**config.mk**
```make
export PLATFORM = sky130hd
export DESIGN_NAME = tx_sample_pacer
export DESIGN_NICKNAME = d
export VERILOG_FILES = /design/src/rtl/tx_sample_pacer.sv
export SDC_FILE = /design/constraint.sdc
export NUM_CORES = 1
export LEC_CHECK = 0
export CELL_PAD_IN_SITES_DETAIL_PLACEMENT = 1
export CELL_PAD_IN_SITES_GLOBAL_PLACEMENT = 1
export CORE_ASPECT_RATIO = 1.1
export CORE_MARGIN = 5
export CORE_UTILIZATION = 35
export CTS_CLUSTER_DIAMETER = 200
export DETAILED_ROUTE_END_ITERATION = 12
export PLACE_DENSITY = 0.77
export SETUP_SLACK_MARGIN = 0.3
export SYNTH_ARGS = -nofsm -noshare
export SYNTH_HDL_FRONTEND = slang
export SYNTH_SLANG_ARGS = --single-unit
export TNS_END_PERCENT = 100
```
**constraint.sdc**
```tcl
create_clock -name i_sys_clk -period 2.1 [get_ports i_sys_clk]
set_input_delay 0.42 -clock i_sys_clk [delete_from_list [all_inputs] [get_ports i_sys_clk]]
set_output_delay 0.42 -clock i_sys_clk [all_outputs]
set_load 0.01 [all_outputs]
```
**src/rtl/tx_sample_pacer.sv**
```systemverilog
// Paces TX FIFO words into the modem TX datapath: one pull per (gap+1) cycles at most,
// either free-running or started by a soft/external sync edge; counts underruns.
module tx_sample_pacer #(
    parameter int unsigned DATA_W      = 32,
    parameter int unsigned GAP_W       = 4,
    parameter int unsigned SYNC_STAGES = 2,
    parameter int unsigned UR_CNT_W    = 8
) (
    input  logic                i_sys_clk,
    input  logic                i_rst,
    input  logic                i_enable,
    input  logic [GAP_W-1:0]    i_tx_sample_gap,
    input  logic                i_sync_type,
    input  logic                i_soft_sync,
    input  logic                i_ext_sync,
    input  logic                i_fifo_empty,
    input  logic [DATA_W-1:0]   i_fifo_data,
    output logic                o_fifo_pull,
    output logic [DATA_W-1:0]   o_sample_data,
    output logic                o_sample_valid,
    input  logic                i_sample_ready,
    output logic [1:0]          o_state,
    output logic [UR_CNT_W-1:0] o_underrun_cnt
);

    typedef enum logic [1:0] {
        ST_IDLE  = 2'd0,
        ST_ARMED = 2'd1,
        ST_RUN   = 2'd2,
        ST_GAP   = 2'd3
    } state_t;

    localparam logic [UR_CNT_W-1:0] UR_MAX = '1;

    state_t                  r_state;
    logic [GAP_W-1:0]        r_gap_cnt;
    logic [UR_CNT_W-1:0]     r_underrun_cnt;
    logic [DATA_W-1:0]       r_sample_data;
    logic                    r_sample_valid;
    logic [SYNC_STAGES-1:0]  r_ext_sync;
    logic                    r_ext_sync_d;
    logic                    r_soft_d;

    logic                    w_ext_edge;
    logic                    w_soft_edge;
    logic                    w_sync_edge;
    logic                    w_slot;
    logic                    w_pull;

    // External pin is asynchronous: synchronize before edge detection
    always_ff @(posedge i_sys_clk or posedge i_rst) begin
        if (i_rst) begin
            r_ext_sync   <= '0;
            r_ext_sync_d <= 1'b0;
            r_soft_d     <= 1'b0;
        end else begin
            r_ext_sync   <= {r_ext_sync[SYNC_STAGES-2:0], i_ext_sync};
            r_ext_sync_d <= r_ext_sync[SYNC_STAGES-1];
            r_soft_d     <= i_soft_sync;
        end
    end

    assign w_ext_edge  = r_ext_sync[SYNC_STAGES-1] & ~r_ext_sync_d;
    assign w_soft_edge = i_soft_sync & ~r_soft_d;
    assign w_sync_edge = w_ext_edge | w_soft_edge;

    // Output register is free when empty or being drained this cycle
    assign w_slot = ~r_sample_valid | i_sample_ready;
    assign w_pull = (r_state == ST_RUN) & i_enable & w_slot & ~i_fifo_empty;

    always_ff @(posedge i_sys_clk or posedge i_rst) begin
        if (i_rst) begin
            r_state        <= ST_IDLE;
            r_gap_cnt      <= '0;
            r_underrun_cnt <= '0;
            r_sample_data  <= '0;
            r_sample_valid <= 1'b0;
        end else begin
            if (w_pull) begin
                r_sample_data  <= i_fifo_data;
                r_sample_valid <= 1'b1;
            end else if (r_sample_valid && i_sample_ready) begin
                r_sample_valid <= 1'b0;
            end

            case (r_state)
                ST_IDLE: begin
                    // Sync edges arriving here are intentionally dropped
                    if (i_enable) begin
                        r_underrun_cnt <= '0;
                        r_state        <= i_sync_type ? ST_ARMED : ST_RUN;
                    end
                end
                ST_ARMED: begin
                    if (!i_enable) begin
                        r_state <= ST_IDLE;
                    end else if (w_sync_edge) begin
                        r_state <= ST_RUN;
                    end
                end
                ST_RUN: begin
                    if (!i_enable) begin
                        r_state <= ST_IDLE;
                    end else if (w_slot) begin
                        if (!i_fifo_empty) begin
                            if (i_tx_sample_gap != '0) begin
                                r_gap_cnt <= i_tx_sample_gap;
                                r_state   <= ST_GAP;
                            end
                        end else if (r_underrun_cnt != UR_MAX) begin
                            r_underrun_cnt <= r_underrun_cnt + UR_CNT_W'(1);
                        end
                    end
                end
                ST_GAP: begin
                    if (!i_enable) begin
                        r_gap_cnt <= '0;
                        r_state   <= ST_IDLE;
                    end else begin
                        r_gap_cnt <= r_gap_cnt - GAP_W'(1);
                        if (r_gap_cnt == GAP_W'(1)) begin
                            r_state <= ST_RUN;
                        end
                    end
                end
                default: begin
                    r_state <= ST_IDLE;
                end
            endcase
        end
    end

    assign o_fifo_pull    = w_pull;
    assign o_sample_data  = r_sample_data;
    assign o_sample_valid = r_sample_valid;
    assign o_state        = r_state;
    assign o_underrun_cnt = r_underrun_cnt;

endmodule
```
=== Yosys cells after proc, flatten, opt, wreduce, memory -nomap -nowiden ===
Cells that the tools add are included.

* Bits of input ports: 44
* Register bits after elaboration: 51
* Output and inout bits: 44
* Logic and storage cells: 72

* Reductions and logical operators: 9
* Equal/unequal tests: 17
* Add/sub/neg operators: 2
* Bitwise operators: 11
* Muxes and demuxes: 25

{| class="wikitable"
|+ Operator list
! operator !! count
|-
| $mux 8 || 5
|-
| $mux 2 || 10
|-
| $mux 4 || 5
|-
| $pmux 8 s2 || 1
|-
| $ne 3x3->1 const B || 4
|-
| $reduce_and 6->1 || 2
|-
| $ne 2x2->1 const B || 5
|-
| $add 8x1->8 const B || 1
|-
| $ne 8x8->1 const B || 1
|-
| $pmux 2 s4 || 1
|-
| $pmux 4 s2 || 1
|-
| $reduce_bool 2->1 || 3
|-
| $and 1x1->1 || 5
|-
| $reduce_and 5->1 || 1
|-
| $eq 2x2->1 const B || 2
|-
| $eq 4x1->1 const B || 1
|-
| $ne 2x1->1 const B || 2
|-
| $not 1->1 || 4
|-
| $reduce_bool 4->1 || 1
|-
| $sub 4x1->4 const B || 1
|-
| $ne 3x2->1 const B || 1
|-
| $eq 2x1->1 const B || 1
|-
| $logic_not 2->1 || 1
|-
| $mux 1 || 2
|-
| 2 further kinds || 3
|}

=== Depth between registers and ports, before layout ===
* Depth in word-level cells: 6
* Depth in mapped cells: 7
* Mapped depth without buffers: 5

=== Worst setup path before layout ===
No wires, ideal clock.

* Path kind: flip-flop to output port
* Start point: reg r_state[0] (netlist: o_state[0])
* End point: out o_fifo_pull
* Stages on the path, launching flop included: 7
* Arrival time: 1.486 ns
* Slack: 0.194 ns
* Cell sequence: dfrtp_1 > nand2b_1 > buf_6 > or3_1 > buf_6 > buf_12 > inv_1

* Longest elaborated chain between the ends: 4

{| class="wikitable"
|+ RTL lines
! item !! RTL line !! RTL
|-
| from (decl) || 35 || <nowiki>state_t r_state;</nowiki>
|-
| from (signal assigned) || 91 || <nowiki>r_state <= i_sync_type ? ST_ARMED : ST_RUN;</nowiki>
|-
| $eq 2x2->1 || 69 || <nowiki>assign w_pull = (r_state == ST_RUN) & i_enable & w_slot & ~i_fifo_empty;</nowiki>
|-
| $and 1x1->1 (3 in series) || 69 ||
|-
| to (decl) || 18 || <nowiki>output logic o_fifo_pull,</nowiki>
|}

No other way between the ends.

=== Worst setup path in the final report ===
* Start point: reg r_sample_valid (netlist: o_sample_valid)
* End point: out o_fifo_pull

* Longest elaborated chain between the ends: 4

{| class="wikitable"
|+ RTL lines
! item !! RTL line !! RTL
|-
| from (decl) || 39 || <nowiki>logic r_sample_valid;</nowiki>
|-
| from (signal assigned) || 77 || <nowiki>r_sample_valid <= 1'b0;</nowiki>
|-
| from (signal assigned) || 81 || <nowiki>r_sample_valid <= 1'b1;</nowiki>
|-
| from (signal assigned) || 83 || <nowiki>r_sample_valid <= 1'b0;</nowiki>
|-
| $not 1->1 || 68 || <nowiki>assign w_slot = ~r_sample_valid | i_sample_ready;</nowiki>
|-
| $or 1x1->1 || 68 ||
|-
| $and 1x1->1 (2 in series) || 69 ||
|}

No other way between the ends.

==> impl_results.md <==
- Status: completed
- Synth Cell Area: 2410 um^2
- Htree depth: 2
- Synth top area cells: dfrtp_1, mux2_4, buf_12, o21ai_0, mux2i_1
- Worst Path Arrival: 1.39 ns
- Startpoint Class: flip-flop
- GPL Wtd Cong: 0.798
- Nets@finish: 327
- Top_reg_cell synth: dfrtp_1
- Largest net degree at the start of global routing: 33
- WL per Instance: 18.1 um
- Layout cells sized above 1: 25.6%
- Final worst-path cycle share: 86.1%
- Initial Util: 36.4%
- Fin. Hold Viols: 0
- Remaining DRCs: 0
- Max Freq: 0.553 GHz
- HP Class: flip-flop to flip-flop
- Final HPWL DP: 4920 um
- Worst-Skew Late Latency: 0.30 ns
- Vias in the first global route: 1946
- Chip Width: 89.2 um
- CTS sink cnt: 51
- Avg Synthesized Cell Area: 13.6 um^2
- Global Route Usage Sum: 15.2%
- Worst VDD drop: 0.457 mV
- Kind of critical path: flip-flop to output port
- Vias per cell: 4.97
- Area leader, netlist: dfrtp_1
- CP required: 1.68 ns
- I/O pin cnt: 88
- Worst slew pin tran: 0.476 ns
- Post-synth ARST share: 100%
- Maxcap violations: 0
- Diodes inserted: 0
- Drt first-iter violations: 28
- CTS clk-pin slew, worst paths: 0.10 ns
- CORE AREA: 6630 um^2
- Synth Instances: 177
- Synth cell types: 41
- Share of the synthesized area in the top cell type: 52.9%
- # port buffers: 87
- Global-route wire length before repair: 10400 um
- Synthesized net count: 224
- Tmin final: 1.81 ns
- CP endpoint kind: output port
- LEAKAGE: 1.60 nW
- Worst slack, placed: -0.436 ns
- Detailed Routing Iterations Pass 1: 4
- Post-Route WL: 6560 um
- Clock root buffer: clkbuf_8
- GR Overflow Total: 0
- Post-synth EDFFs: 0
- Clock skew: 0.00970 ns
- Slew Limit Fails: 0
- Cts hold-fix bufs: 0
- Rows: 31
- Via count: 1805
- Power, Total: 0.00360 W
- Final Setup Violations: 0
- Unrepaired setup endpoints after global routing: yes
- Pwr Density: 1010 nW/um^2
- Relative slew slack: 68.2%
- Bufs on Longest Clock Path: 2
- Initial antenna violation count: 0
- Die Height: 97.1 um
- P&R area growth vs syn: 47.7%
- Post-synthesis sequential area ratio: 52.9%
- Yosys Warn Count: 0
- CTS tree: done
- Antenna viol nets, final: 0
- Worst Path Max Fanout: 2
- Setup TNS: 0 ns
- CTS Buf Count: 5
- Die footprint: 8660 um^2
- Fin util: 53.8%
- Synth Register Bits: 51
- Setup WS post-layout: 0.291 ns
-- area by class of cell --
| type | instances | area [um^2] |
|---|---|---|
| clock buffers | 6 | 82.6 |
| inverters | 8 | 33.8 |
| multi-input cells | 110 | 1040 |
| fillers | 665 | 3070 |
| clock inverters | 2 | 16.3 |
| well taps | 82 | 103 |
| flip-flops and latches | 51 | 1280 |
| repair buffers | 104 | 1010 |
-- path summary, 6_finish.rpt --
path	from	endpoint	slack (ns)	cells past startpoint
worst min-delay path	r_ext_sync[0]$_DFF_PP0_	r_ext_sync[1]$_DFF_PP0_	0.36	0
worst max-delay path	o_sample_valid$_DFFE_PP0P_	o_fifo_pull	0.29	4
worst min register to register	r_ext_sync[0]$_DFF_PP0_	r_ext_sync[1]$_DFF_PP0_	0.36	0
max in group asynchronous	i_rst	o_sample_data[8]$_DFFE_PP0P_	1.11	3
worst max register to register	o_sample_valid$_DFFE_PP0P_	o_sample_data[19]$_DFFE_PP0P_	0.34	5
min in group asynchronous	i_rst	r_ext_sync[1]$_DFF_PP0_	0.44	2
-- per-layer routing --
layer	vias to the layer above	GRT usage [%]	share of wire [%]	wire length, um
li1	838	-	-	-
met1	911	19.5	43	2850
met2	54	25.6	50	3290
met3	2	3.82	6.2	406
met4	0	2.75	0.29	19
met5	-	0	0	0
-- Yosys cell counts (all sizes together) (2+ instances only) --
cell,n
and2,3
dfrtp,51
and2b,3
nand2b,4
mux2i,4
nor4,4
nand2,7
o21ai,9
a21oi,3
buf,7
or3,4
xnor2,2
o22ai,4
nor3,2
mux2,32
o31ai,5
nand3b,2
nand3,4
ha,3
nor2,2
inv,8
-- sequential cells by signal, summed over array words and instances, names as in the netlist --
register        count
o_sample_data      32
o_sample_valid      1
o_state             2
o_underrun_cnt      8
r_ext_sync          2
r_ext_sync_d        1
r_gap_cnt           4
r_soft_d            1
-- metrics by stage --
| step | hold WS (ns) | area, um^2 | std cells |
|---|---|---|---|
| 2_1_floorplan | 0.331 | 2420 | 177 |
| 3_3_place_gp | 0.339 | 3420 | 352 |
| 3_5_place_dp | 0.353 | 3420 | 352 |
| 4_1_cts | 0.360 | 3520 | 360 |
| 5_1_grt | 0.361 | 3570 | 363 |
| 6_report | 0.355 | 3570 | 363 |
-- cell usage in the layout (no fill, tap or decap), types with 3 or more instances in the layout --
cell	synthesis	routed
dlygate4sd2_1	0	4
mux2_4	29	29
and2_1	3	3
inv_1	8	5
nor4_1	3	3
o21ai_0	9	9
buf_4	1	15
mux2i_1	4	4
dfrtp_1	51	48
nand2_1	7	7
clkbuf_8	0	6
o31ai_1	5	5
nand3_1	4	4
dfrtp_2	0	3
o22ai_1	4	4
or3_1	4	3
a21oi_1	3	3
ha_1	3	3
mux2_2	3	3
and2b_1	3	3
clkdlybuf4s50_1	0	81
-- power by group --
part,total (W),internal [W],switching (W)
registers,0.00150,0.00128,0.000220
clock network,0.000611,0.000270,0.000341
logic,0.00149,0.000955,0.000531
-- what timing repair did --
item | CTS | global route
pin swaps | 1 | 2
setup endpoints to repair | 36 | 38
setup buffers | 0 | 3
cloned | 0 | 0
gates resized for setup | 13 | 6
-- worst max-delay path, cell delays in order, from the launching register on --
cell and delay, ns:
dfrtp_1 0.39, nor2b_4 0.13, or3_4 0.40, inv_2 0.07, buf_6 0.10
-- kinds of logic after synthesis --
kind of cell | count (synthesis) | synth area share, %
mux | 36 | 21.1
xor+xnor | 2 | 0.726
buf+inv | 16 | 5.29
flops | 51 | 52.9
simple gates | 40 | 10.4
fa+ha+maj | 3 | 1.56
compound gates | 29 | 8.09
Note: power is estimated with default switching activity, not from simulation.
